**src/rtl/universal_shift_register_param.sv**
```systemverilog
// Parametrised multi-mode shift register with a start/busy/done sequencer that
// applies one single-bit shift, rotate or serial step per clock cycle.
module universal_shift_register_param #(
  parameter int WIDTH = 8,
  parameter int AMT_W = 4
) (
  input  logic             clk,
  input  logic             rst_n,
  input  logic             load,
  input  logic [WIDTH-1:0] parallel_in,
  input  logic             start,
  input  logic [2:0]       mode,
  input  logic [AMT_W-1:0] amount,
  input  logic             serial_in_l,
  input  logic             serial_in_r,
  output logic [WIDTH-1:0] parallel_out,
  output logic             serial_out_l,
  output logic             serial_out_r,
  output logic             busy,
  output logic             done
);

  typedef enum logic [1:0] {
    IDLE  = 2'd0,
    SHIFT = 2'd1,
    DONE  = 2'd2
  } state_t;

  state_t           state_reg, state_next;
  logic [WIDTH-1:0] data_reg, data_next;
  logic [AMT_W-1:0] count_reg, count_next;
  logic [2:0]       mode_reg, mode_next;
  logic [WIDTH-1:0] step_value;

  always_ff @(posedge clk or negedge rst_n) begin
    if (!rst_n) begin
      state_reg <= IDLE;
      data_reg  <= '0;
      count_reg <= '0;
      mode_reg  <= '0;
    end else begin
      state_reg <= state_next;
      data_reg  <= data_next;
      count_reg <= count_next;
      mode_reg  <= mode_next;
    end
  end

  // One single-bit step of the latched mode; mode 7 holds the register.
  always_comb begin
    step_value = data_reg;
    case (mode_reg)
      3'd0: step_value = {data_reg[WIDTH-2:0], 1'b0};
      3'd1: step_value = {1'b0, data_reg[WIDTH-1:1]};
      3'd2: step_value = {data_reg[WIDTH-2:0], data_reg[WIDTH-1]};
      3'd3: step_value = {data_reg[0], data_reg[WIDTH-1:1]};
      3'd4: step_value = {data_reg[WIDTH-1], data_reg[WIDTH-1:1]};
      3'd5: step_value = {data_reg[WIDTH-2:0], serial_in_r};
      3'd6: step_value = {serial_in_l, data_reg[WIDTH-1:1]};
      default: step_value = data_reg;
    endcase
  end

  always_comb begin
    state_next = state_reg;
    data_next  = data_reg;
    count_next = count_reg;
    mode_next  = mode_reg;
    case (state_reg)
      IDLE: begin
        if (load) begin
          data_next = parallel_in;
        end else if (start) begin
          mode_next  = mode;
          count_next = amount;
          state_next = (amount == '0) ? DONE : SHIFT;
        end
      end
      SHIFT: begin
        data_next  = step_value;
        count_next = count_reg - AMT_W'(1);
        if (count_reg == AMT_W'(1)) begin
          state_next = DONE;
        end
      end
      DONE: begin
        state_next = IDLE;
      end
      default: begin
        state_next = IDLE;
      end
    endcase
  end

  assign parallel_out = data_reg;
  assign serial_out_l = data_reg[WIDTH-1];
  assign serial_out_r = data_reg[0];
  assign busy         = (state_reg != IDLE);
  assign done         = (state_reg == DONE);

endmodule

```
**config.mk**
```make
export PLATFORM = sky130hd
export DESIGN_NAME = universal_shift_register_param
export DESIGN_NICKNAME = d
export VERILOG_FILES = /design/src/rtl/universal_shift_register_param.sv
export SDC_FILE = /design/constraint.sdc
export NUM_CORES = 1
export LEC_CHECK = 0
export CORE_UTILIZATION = 50
export CTS_CLUSTER_DIAMETER = 30
export DETAILED_ROUTE_END_ITERATION = 16
export GPL_TIMING_DRIVEN = 0
export PLACE_DENSITY_LB_ADDON = 0.05
export SKIP_CTS_REPAIR_TIMING = 1
export SLEW_MARGIN = 0
export SYNTH_ARGS = -nofsm -noshare
export SYNTH_HDL_FRONTEND = slang
export SYNTH_SLANG_ARGS = --single-unit
```
**constraint.sdc**
```tcl
create_clock -name clk -period 2.82 [get_ports clk]
set_input_delay 0.282 -clock clk [delete_from_list [all_inputs] [get_ports clk]]
set_output_delay 0.282 -clock clk [all_outputs]
set_load 0.02 [all_outputs]
```
# Word-level counts from Yosys, hierarchy flattened
# Index checks and enable logic that the tools add are counted.
# totals
regBits	17
input_bits	21
out_inout_bits	12
# op_classes
add_sub_neg	1
n_eq_ne	16
mux	11
bitwise_logic	1
n_reduce_logical	10
# ops
cell	n
one-hot mux 8 bit (7 select lines)	1
one-hot mux 8 bit (2 select lines)	1
AND reduction 3 bit	4
!= test 2 bit, second input constant	5
== test 3 bit, second input constant	3
2-to-1 mux 2 bit	4
2-to-1 mux 4 bit	2
2-to-1 mux 8 bit	1
!= test 8 bit, second input constant	1
one-hot mux 4 bit (2 select lines)	1
!= test 7 bit, second input constant	1
== test 3 x 2 -> 1 bit, second input constant	2
== test 4 x 1 -> 1 bit, second input constant	1
zero test 4 bit	1
one-hot mux 2 bit (2 select lines)	1
AND reduction 4 bit	1
nonzero test 2 bit	2
subtractor 4 x 1 -> 4 bit, second input constant	1
== test 3 x 1 -> 1 bit, second input constant	1
zero test 3 bit	1
== test 2 x 1 -> 1 bit, second input constant	1
== test 2 bit, second input constant	1
zero test 2 bit	1
NOT 1 bit	1

# Logic depth before layout (Yosys ltp)
# Gate-level depths: netlist of the first run.
# depth
word_depth	5
mapped_depth	6
depth_no_buf	5

# Least setup slack after synthesis of the first run
# OpenSTA, ideal clock, no wires.
# synth_path
kind	register to register
from	register state_reg[0]
to	register mode_reg[0]
setup_time_ns	0.128
arrival_time_ns	1.354
required_ns	2.692
path_slack_ns	1.339
stages_incl_launch_ff	5
path_cell_list	dfrtp_1 > or2_1 > nor2b_1 > buf_2 > mux2_1
# synth_between
elab_chain_cells	2
# synth_lines
element	line_no	text
start: declaration	29	state_t state_reg, state_next;
start signal: assignment	42	state_reg <= state_next;
zero test 2 bit	69	case (state_reg)
AND reduction 3 bit (no source line)	--	
end signal: assignment	45	mode_reg <= mode_next;
end: declaration	32	logic [2:0] mode_reg, mode_next;
# No other way between the ends.
# A chain may end at the register's enable or synchronous reset.

# Final worst setup path of the first run
# layout_path
from	register state_reg[0]
to	output port busy
# layout_between
elab_chain_cells	1
# layout_lines
element	line_no	text
nonzero test 2 bit	98	assign busy = (state_reg != IDLE);
end: declaration	19	output logic busy,
# No other way between the ends.

==> flow_metrics.env, run 1 <==
export IMPL_grt_max_degree=18
export IMPL_hold_viol_final=0
export IMPL_vias=961
export IMPL_finalNonFillerCells=176
export IMPL_reg2reg_slack_ns=1.32
export IMPL_finalWirelength_mm=2.261
export IMPL_crit_fanout=8
export IMPL_synth_seq_area_share_pct=38.51
export IMPL_crit_type="reg -> out"
export IMPL_required_ns=2.54
export IMPL_critPathCaptureType="primary output"
export IMPL_multi_input_area_um2=591.8
export IMPL_design_area_um2=1485
export IMPL_p_per_area_nw_per_um2=1196
export IMPL_antenna_found_initial=0
export IMPL_clock_skew_final_ns=0.001954
export IMPL_via_per_inst=5.460
export IMPL_place_area_um2=1459
export IMPL_cts_sinks=17
export IMPL_numCtsBuffers=3
export IMPL_power_mw=1.776
export IMPL_max_freq_mhz=542.6
export IMPL_die_area_um2=2401
export IMPL_crit_slowest_cell="clkdlybuf4s50_1"
export IMPL_r2r_end="mode_reg[0]"
export IMPL_grt_usage_pct=19.97
export IMPL_async_flop_share_pct=100.0
export IMPL_hpwl_mm=1.713
export IMPL_ys_flop_type="dfrtp_1"
export IMPL_whs_ns=0.4451
export IMPL_hp_class="in -> async"
export IMPL_std_cell_rows=16
export IMPL_grt_pass1_vias=903
export IMPL_arrival_ns=1.56
export IMPL_htreeDepth=1
export IMPL_synth_top_area_share_pct=38.51
export IMPL_ir_drop_mv=0.7890
export IMPL_fin_tns_setup_ns=0
export IMPL_nFillCells=153
export IMPL_yosysMostFrequentCell="dfrtp_1"
export IMPL_ys_ff_latch=17
export IMPL_worstSetupStartpointType="flop"
export IMPL_period_needed_ns=1.843
export IMPL_ff_latch_area_um2=425.4
export IMPL_io_pins=33
export IMPL_clk_pin_slew_ns=0.10
export IMPL_slew_headroom_pct=48.59
export IMPL_grt_ovfl_total=0
export IMPL_netlist_instances=113
export IMPL_wl_per_cell_um=12.85
export IMPL_drc=0
export IMPL_utilization_pct=73.45
export IMPL_grt_pass1_wl_mm=3.822
export IMPL_synth_distinct_cells=36
export IMPL_cpPeakStageDelay_ns=0.55
export IMPL_cts_tree="yes"
export IMPL_status="complete, no violations"
export IMPL_setup_ws_ns=0.9769
export IMPL_synth_area_leaders="dfrtp_1 39%, mux2i_1 6.3%, nor2_1 4.4%"
export IMPL_port_buffers=32
export IMPL_dp_cells=172
export IMPL_fp_dieW_um=49.01
export IMPL_first_iter_violations=22
export IMPL_synth_top_area_cell="dfrtp_1"
export IMPL_syn_area_per_cell_um2=9.777
export IMPL_yosys_warnings=0
export IMPL_fin_crit_sh_pct=65.36
export IMPL_crit_path_start="state_reg[0]"
export IMPL_rsz0062_at_grt="no"
export IMPL_path_cells="or2_1, clkdlybuf4s50_1"
export IMPL_ys_top_cells_by_count="17 x dfrtp_1, 13 x nor2_1, 7 x mux2i_1"
export IMPL_synth_edf_count=0
export IMPL_antenna_cells=0
export IMPL_syn_nets=136
export IMPL_finalSetupViolations=0
export IMPL_r2r_start="state_reg[0]"
export IMPL_drtAntennaViolNets=0
export IMPL_clock_latency_ns=0.28
export IMPL_ctsLongestPathBuffers=2
export IMPL_syn_to_final_growth_pct=34.43
export IMPL_pre_cts_slack_ns=1.114
export IMPL_drt_first_pass_iters=4
export IMPL_drive_gt1_share_pct=10.07
export IMPL_cap_violations=0
export IMPL_syn_area_um2=1105
export IMPL_cts_root_buf="clkbuf_4"
export IMPL_nets=173
export IMPL_core_um2=2022
export IMPL_die_height_um=49.01
export IMPL_start_util_pct=54.64
export IMPL_leakagePower_nw=0.6657
export IMPL_finalWeightedCongestion=0.7697
export IMPL_worstRegToRegCells=4
export IMPL_worst_pin_slew_ns=0.7688
export IMPL_largest_register_ffs=8
export IMPL_finalMaxSlewViolations=0
## kinds of logic after synthesis
group	count (synthesis)	share of synthesized area, %
muxes	10	9.400
adders and majority gates	2	2.265
AOI/OAI and AO/OA	30	19.48
and+or+nand+nor	39	19.14
xor gates and xnor gates	2	3.285
DFF	17	38.51
buffers and inverters	13	7.927
## per-layer routing
layer,GRT usage (%),wire (um),vias up
li1,-,-,484
met1,27.44,1058,448
met2,33.80,1092,27
met3,2.181,101,2
met4,4.412,9,0
met5,0,0,-
## cell usage in the layout (no fill, tap or decap), types with 4 or more instances in the layout
master / synthesis / final
a211oi_1: 6 / 6
a21o_1: 6 / 6
a21oi_1: 4 / 4
buf_2: 4 / 4
clkdlybuf4s50_1: 0 / 32
dfrtp_1: 17 / 17
mux2i_1: 7 / 7
nor2_1: 13 / 13
nor2b_1: 4 / 4
## worst max-delay path by stage
stage,to,depth (start not counted),slack [ns]
5_1_grt,busy,2,0.89
4_1_cts,busy,2,0.96
3_3_place_gp,mode_reg[2],5,1.17
6_report,busy,2,0.98
3_5_place_dp,mode_reg[0],5,1.11
2_1_floorplan,mode_reg[0],4,1.34
## layout make-up
| class | count | area share, % |
|---|---|---|
| inverters | 3 | 0.7582 |
| repair buffers | 32 | 21.57 |
| multi-input cells | 83 | 39.85 |
| flip-flops and latches | 17 | 28.64 |
| clock buffers | 4 | 1.769 |
| well taps | 27 | 2.275 |
| plain buffers | 10 | 5.139 |
## power breakdown
part / switching, mW / internal (mW) / leakage, nW / total, mW
Clock: 0.0727 / 0.0548 / 0.0150 / 0.128
Combinational: 0.531 / 0.594 / 0.449 / 1.12
Sequential: 0.155 / 0.369 / 0.202 / 0.524
## worst max-delay path: cells and delay by family, from the launching register on
family | cells | cell delay, ns
and+or+nand+nor | 1 | 0.28
buffers and inverters | 1 | 0.55
DFF | 1 | 0.46
(Power assumes the default switching activity.)
==> run 2, diff against run 1 <==
- CORE_UTILIZATION: 50 -> 46
- clock period: 2.82 -> 1.7 ns (I/O delays scaled with it)
==> run 2 against run 1 <==
Against the previous run: setup slack lost 0.89 ns; total power increased by 68%; clock power increased by 75%; routed wire length grew 9.7%; sequential power rose by 67%; critical path depth unchanged; combinational power rose by 69%; hold slack got worse by 0.12 ns; register-to-register slack got worse by 1.1 ns; clock skew decreased by 0.0011 ns.
==> flow_metrics.env, run 2 (same netlist as run 1, synthesis figures left out) <==
export IMPL_critPathCaptureType="primary output"
export IMPL_drc=0
export IMPL_arrival_ns=1.45
export IMPL_grt_usage_pct=21.70
export IMPL_multi_input_area_um2=591.8
export IMPL_cts_root_buf="clkbuf_4"
export IMPL_crit_slowest_cell="clkdlybuf4s50_1"
export IMPL_largest_register_ffs=8
export IMPL_cap_violations=0
export IMPL_r2r_end="mode_reg[2]"
export IMPL_power_mw=2.985
export IMPL_required_ns=1.53
export IMPL_drtAntennaViolNets=0
export IMPL_finalWirelength_mm=2.481
export IMPL_worstSetupStartpointType="flop"
export IMPL_critical_path_top_delay_family="buffers and inverters"
export IMPL_finalSetupViolations=0
export IMPL_wl_per_cell_um=14.02
export IMPL_leakagePower_nw=0.6906
export IMPL_cpPeakStageDelay_ns=0.59
export IMPL_reg2reg_slack_ns=0.21
export IMPL_period_needed_ns=1.618
export IMPL_die_area_um2=2602
export IMPL_grt_max_degree=18
export IMPL_finalMaxSlewViolations=0
export IMPL_via_per_inst=5.503
export IMPL_std_cell_rows=17
export IMPL_hpwl_mm=1.817
export IMPL_crit_type="reg -> out"
export IMPL_status="complete, no violations"
export IMPL_hold_viol_final=0
export IMPL_max_freq_mhz=618.0
export IMPL_drive_gt1_share_pct=10.74
export IMPL_worstRegToRegCells=4
export IMPL_grt_pass1_vias=972
export IMPL_vias=974
export IMPL_grt_ovfl_total=0
export IMPL_rsz0062_at_grt="no"
export IMPL_dp_cells=173
export IMPL_clock_skew_final_ns=0.0008109
export IMPL_cts_sinks=17
export IMPL_hp_class="in -> async"
export IMPL_syn_to_final_growth_pct=35.11
export IMPL_port_buffers=32
export IMPL_crit_fanout=5
export IMPL_drt_first_pass_iters=4
export IMPL_path_cells="buf_4, clkdlybuf4s50_1"
export IMPL_grt_pass1_wl_mm=4.278
export IMPL_first_iter_violations=20
export IMPL_cts_tree="yes"
export IMPL_finalWeightedCongestion=0.7425
export IMPL_fp_dieW_um=51.01
export IMPL_final_common_cell="clkdlybuf4s50_1"
export IMPL_ff_latch_area_um2=426.7
export IMPL_clock_latency_ns=0.29
export IMPL_io_pins=33
export IMPL_finalNonFillerCells=177
export IMPL_slew_headroom_pct=48.11
export IMPL_cp_num_buf_inv=2
export IMPL_htreeDepth=1
export IMPL_start_util_pct=49.47
export IMPL_fin_crit_sh_pct=95.18
export IMPL_ir_drop_mv=0.9763
export IMPL_whs_ns=0.3254
export IMPL_numCtsBuffers=3
export IMPL_nets=173
export IMPL_antenna_cells=0
export IMPL_worst_pin_slew_ns=0.7760
export IMPL_die_height_um=51.01
export IMPL_r2r_start="state_reg[0]"
export IMPL_nFillCells=186
export IMPL_antenna_found_initial=0
export IMPL_clk_pin_slew_ns=0.10
export IMPL_p_per_area_nw_per_um2=2000
export IMPL_core_um2=2233
export IMPL_ctsLongestPathBuffers=2
export IMPL_final_cell_mix="30 x clkdlybuf4s50_1, 16 x dfrtp_1, 13 x nor2_1"
[run 2: cell count changes in the layout (fill, tap and decap cells not counted), sizes merged]
cell | before | now
clkdlybuf4s50 | 32 | 30
dlymetal6s2s | 0 | 2
[run 2: cell type report]
class / instances / share of cell area, %
Buffer: 10 / 5.113
Clock buffer: 4 / 1.760
Inverter: 3 / 0.7544
Multi-Input combinational cell: 83 / 39.65
Sequential cell: 17 / 28.58
Tap cell: 28 / 2.347
Timing Repair Buffer: 32 / 21.79
[run 2: metal layers]
metal / share of wire, % / vias to the layer above / global-route usage, %
met3: 2.3 / 2 / 1.786
met1: 49 / 478 / 28.52
met2: 48 / 15 / 36.62
met5: 0 / - / 0
met4: 0.85 / 0 / 8.796
li1: - / 479 / -
[run 2: power breakdown]
group | switching, mW | internal [mW] | total, mW
registers | 0.258 | 0.614 | 0.873
clock network | 0.133 | 0.0911 | 0.224
logic | 0.909 | 0.980 | 1.89
[run 2: worst max-delay path by stage]
stage / to / startpoint / slack (ns) / cells past startpoint
6_report: parallel_out[7] / parallel_out[7] / 0.08 / 2
2_1_floorplan: mode_reg[0] / state_reg[0] / 0.22 / 4
5_1_grt: parallel_out[7] / parallel_out[7] / 0.03 / 2
3_3_place_gp: mode_reg[0] / start / 0.16 / 5
3_5_place_dp: mode_reg[2] / start / 0.13 / 5
4_1_cts: busy / state_reg[0] / -0.06 / 2
[run 2: stage by stage]
stage	setup slack [ns]	util (%)	instance area, um2	TNS [ns]
floorplan	0.2186	-	1105	0
global placement	0.1591	65.38	1460	0
detailed placement	0.1322	65.38	1460	0
CTS	-0.06479	66.55	1486	-0.09703
global route	0.02760	66.83	1493	0
finish	0.08197	66.83	1493	0
==> RTL edit 1, RTL diff (flow settings as in run 2) <==
Change the parameter `AMT_W` from 4 to 6.
--- a/src/rtl/universal_shift_register_param.sv
+++ b/src/rtl/universal_shift_register_param.sv
@@ -3,5 +3,5 @@
 module universal_shift_register_param #(
   parameter int WIDTH = 8,
-  parameter int AMT_W = 4
+  parameter int AMT_W = 6
 ) (
   input  logic             clk,
Ports: changed (resized amount); port bits go from 33 to 35. No check against the original RTL was run, so the function may have changed too.
==> RTL edit 1 against run 2 <==
Synthesized cell count up 22%; clock skew is 0.0075 ns higher; total power is 1.2% higher; wire length up 19%; area after synthesis is 8.5% higher; sequential cell count increased by 2; clock power is 6% higher; worst setup slack got worse by 0.017 ns; first-iteration DRC count rose by 30%; largest power group unchanged; cell area grew 7.8%.
==> RTL edit 1: results (changes against run 2) <==
stage	metric	value	unit	change
synthesis	synth_common_cells	nand2_1, dfrtp_1, nor2_1		
final_layout	multi_input_area	652	um^2	+10%
synthesis	synth_seq_cells	19		+2
routing	routedWlPerCell	14.4	um	+2.5%
pwr	p_leak	0.000714	uW	+3.4%
pwr	ir_drop	1300	uV	+33%
synthesis	synthCells	138		+22%
placement	place_area	1580	um^2	+8.0%
timing	whs	0.356	ns	+0.0305 ns
final_layout	area.sequential	475	um^2	+11%
synthesis	synth.distinct_cells	34		-5.6%
setup_path	r2r_cells	3		-1
routing	first_iter_violations	26		+30%
timing	slew_headroom	0.407		-0.0744
setup_path	worstReg2RegStart	state_reg[1]		
timing	period_minus_slack	1.64	ns	+0.0173 ns
global_route	grt_max_degree	20		+2
floorplanning	die_w	53.0	um	+4.0%
final_layout	instances_no_fill	206		+16%
final_layout	drive_above_1_share	0.0966		-0.0108
synthesis	syn_nets	163		+20%
run_status	outcome	finished, final reports clean		
final_layout	fill_cells	225		+21%
synthesis	synth-seq-area-share	0.397		+0.0116
placement	gp_congestion	0.838		+13%
final_layout	multi_input_gates	104		+25%
final_layout	seq_share	0.295		+0.00966
final_layout	nNonClkBuffers	43		+2.4%
routing	via_per_inst	5.69		+3.5%
synthesis	synth_area_leaders	dfrtp_1, nand2_1, mux2i_1		
final_layout	nNetsFinal	202		+17%
final_layout	buf_share	0.246		-0.0233
global_route	first_global_vias	1003		+3.2%
placement	dpl.hpwl	2.23	mm	+23%
setup_path	r2r-end	mode_reg[1]		
-- RTL edit 1: changes by cell type in the layout (fill, tap and decap cells not counted), sizes merged, moves of 5 or more --
cell | run 2 | this run
o221ai | 0 | 6
nand2 | 3 | 26
a211oi | 6 | 1
a21o | 6 | 1
-- RTL edit 1: kinds of logic (layout without fill, tap and decap cells) --
group,after synthesis,count (layout),share of synthesized area
adder cells (fa/ha/maj),2,2,0.0209
buffers and inverters,15,53,0.0595
XOR/XNOR,2,2,0.0209
multiplexers,10,10,0.0866
AND/OR/NAND/NOR,54,54,0.204
AO/OA/AOI/OAI,36,36,0.212
flip-flops,19,19,0.397
-- RTL edit 1: per-layer routing --
metal	GRT usage	part of all wire	vias to the layer above	routed length, um
met4	0.0395	0.0051	0	15
li1	-	-	570	-
met5	0	0	-	0
met1	0.313	0.48	571	1410
met3	0.0603	0.050	2	148
met2	0.361	0.47	30	1390
-- RTL edit 1: where the power goes --
group | switching (uW) | internal [uW]
clock | 145 | 91.5
sequential | 248 | 677
combinational | 969 | 891
==> RTL edit 2, RTL diff (config.mk and constraints of run 2) <==
Made on the original files. The 3 states of `state_t` get a one-hot encoding in 3 bits.
--- a/src/rtl/universal_shift_register_param.sv
+++ b/src/rtl/universal_shift_register_param.sv
@@ -21,8 +21,8 @@
 );
 
-  typedef enum logic [1:0] {
-    IDLE  = 2'd0,
-    SHIFT = 2'd1,
-    DONE  = 2'd2
+  typedef enum logic [2:0] {
+    IDLE  = 3'b001,
+    SHIFT = 3'b010,
+    DONE  = 3'b100
   } state_t;
 
Function: same outputs for any inputs over 10 cycles, from zero or initial values and one cycle with rst_n low; not proved beyond that.
==> RTL edit 2 against run 2 <==
Area after synthesis decreased by 1.7%; cell count unchanged; cell area up 3.9%; worst setup slack got worse by 0.036 ns; register-to-register slack worse by 0.16 ns; critical path depth is 3 higher; wire length rose by 3.5%; sequential cell count is 1 higher; sequential share of layout area is 0.53 points higher; highest routed layer unchanged.
Power is not compared: it rests on default switching activity, and its combinational part moved more than twofold at a synthesized area within 25%.
==> RTL edit 2: results (changes against run 2) <==
stage	metric	value	unit	change
timing	slew_headroom	0.445		-0.0356
setup_path	worst_path_largest_cell_delay	0.57	ns	-0.02 ns
timing	skew	0.00896	ns	+0.00815 ns
synthesis	synth_area_leaders	dfrtp_1, mux2i_1, a211oi_1		
run_status	outcome	finished, final reports clean		
setup_path	arrival	1.83	ns	+0.38 ns
global_route	grt_usage	0.210		-0.00736
synthesis	syn_nets	132		-2.9%
global_route	grt_pass1_wl	3.97	mm	-7.1%
placement	dpl.hpwl	1.81	mm	-0.32%
synthesis	synth-seq-area-share	0.416		+0.0308
routing	routedWlPerCell	14.5	um	+3.5%
setup_path	end_kind	register		
routing	vias	964		-1.0%
setup_path	slowest_stage	dfstp_2		
global_route	groute.layer.met3.usage	0.0333		+0.0155
placement	gp_congestion	0.879		+18%
synthesis	synth.distinct_cells	34		-5.6%
global_route	grtUsageMet1	0.288		+0.00303
setup_path	crit_family	flip-flops		
final_layout	fill_cells	182		-2.2%
timing	whs	0.344	ns	+0.0186 ns
final_layout	drive_above_1_share	0.195		+0.0872
placement	placed_cells	169		-2.3%
routing	first_iter_violations	21		+5.0%
global_route	use_met2	0.333		-0.0329
routing	via_per_inst	5.45		-1.0%
setup_path	r2r_slack	0.05	ns	-0.16 ns
global_route	grt_max_degree	19		+1
synthesis	synth_common_cells	dfrtp_1, nor2_1, mux2i_1		
synthesis	synthCells	109		-3.5%
-- RTL edit 2: cells by family after synthesis --
logic type | after synthesis | synth area share
adder cells (fa/ha/maj) | 2 | 0.0230
multiplexers | 12 | 0.114
buffers and inverters | 16 | 0.0714
AND/OR/NAND/NOR | 30 | 0.154
XOR/XNOR | 1 | 0.0150
AO/OA/AOI/OAI | 30 | 0.206
flip-flops | 18 | 0.416
-- RTL edit 2: layout make-up --
cell class                      instances  area, um^2  area share
Inverter                                7        26.3      0.0169
Buffer                                  9        62.6      0.0403
Multi-Input combinational cell         75         587       0.378
Timing Repair Buffer                   36         353       0.227
Sequential cell                        18         452       0.291
Clock buffer                            4        36.3      0.0234
Tap cell                               28        35.0      0.0226
-- RTL edit 2: per-stage QoR --
step                      power (uW)  area [um^2]   util  worst slack, ns
after floorplan                 1170         1090      -          0.00585
after global placement          1440         1450  0.653          -0.0463
after detailed placement        1460         1450  0.653          -0.0762
after CTS                       1730         1480  0.670           -0.216
after global routing            1880         1550  0.701         -0.00661
final                           1770         1550  0.701           0.0464
-- RTL edit 2: report_power, final --
part	switching (uW)	total (uW)	internal [uW]
clock	135	265	130
sequential	116	659	543
combinational	396	845	449
total	647	1770	1120
-- RTL edit 2: worst min path at each step --
stage,end,depth (start not counted),start
after floorplan,count_reg[0],0,rst_n
after global placement,count_reg[0],1,count_reg[0]
after detailed placement,count_reg[0],1,count_reg[0]
after CTS,parallel_out[7],1,rst_n
after global routing,state_reg[1],1,rst_n
final,parallel_out[0],1,rst_n
-- RTL edit 2: layer usage --
metal  vias up  wire length, um
met5         -                0
met4         0               17
met1       462             1230
met3         2               98
li1        476                -
met2        24             1230
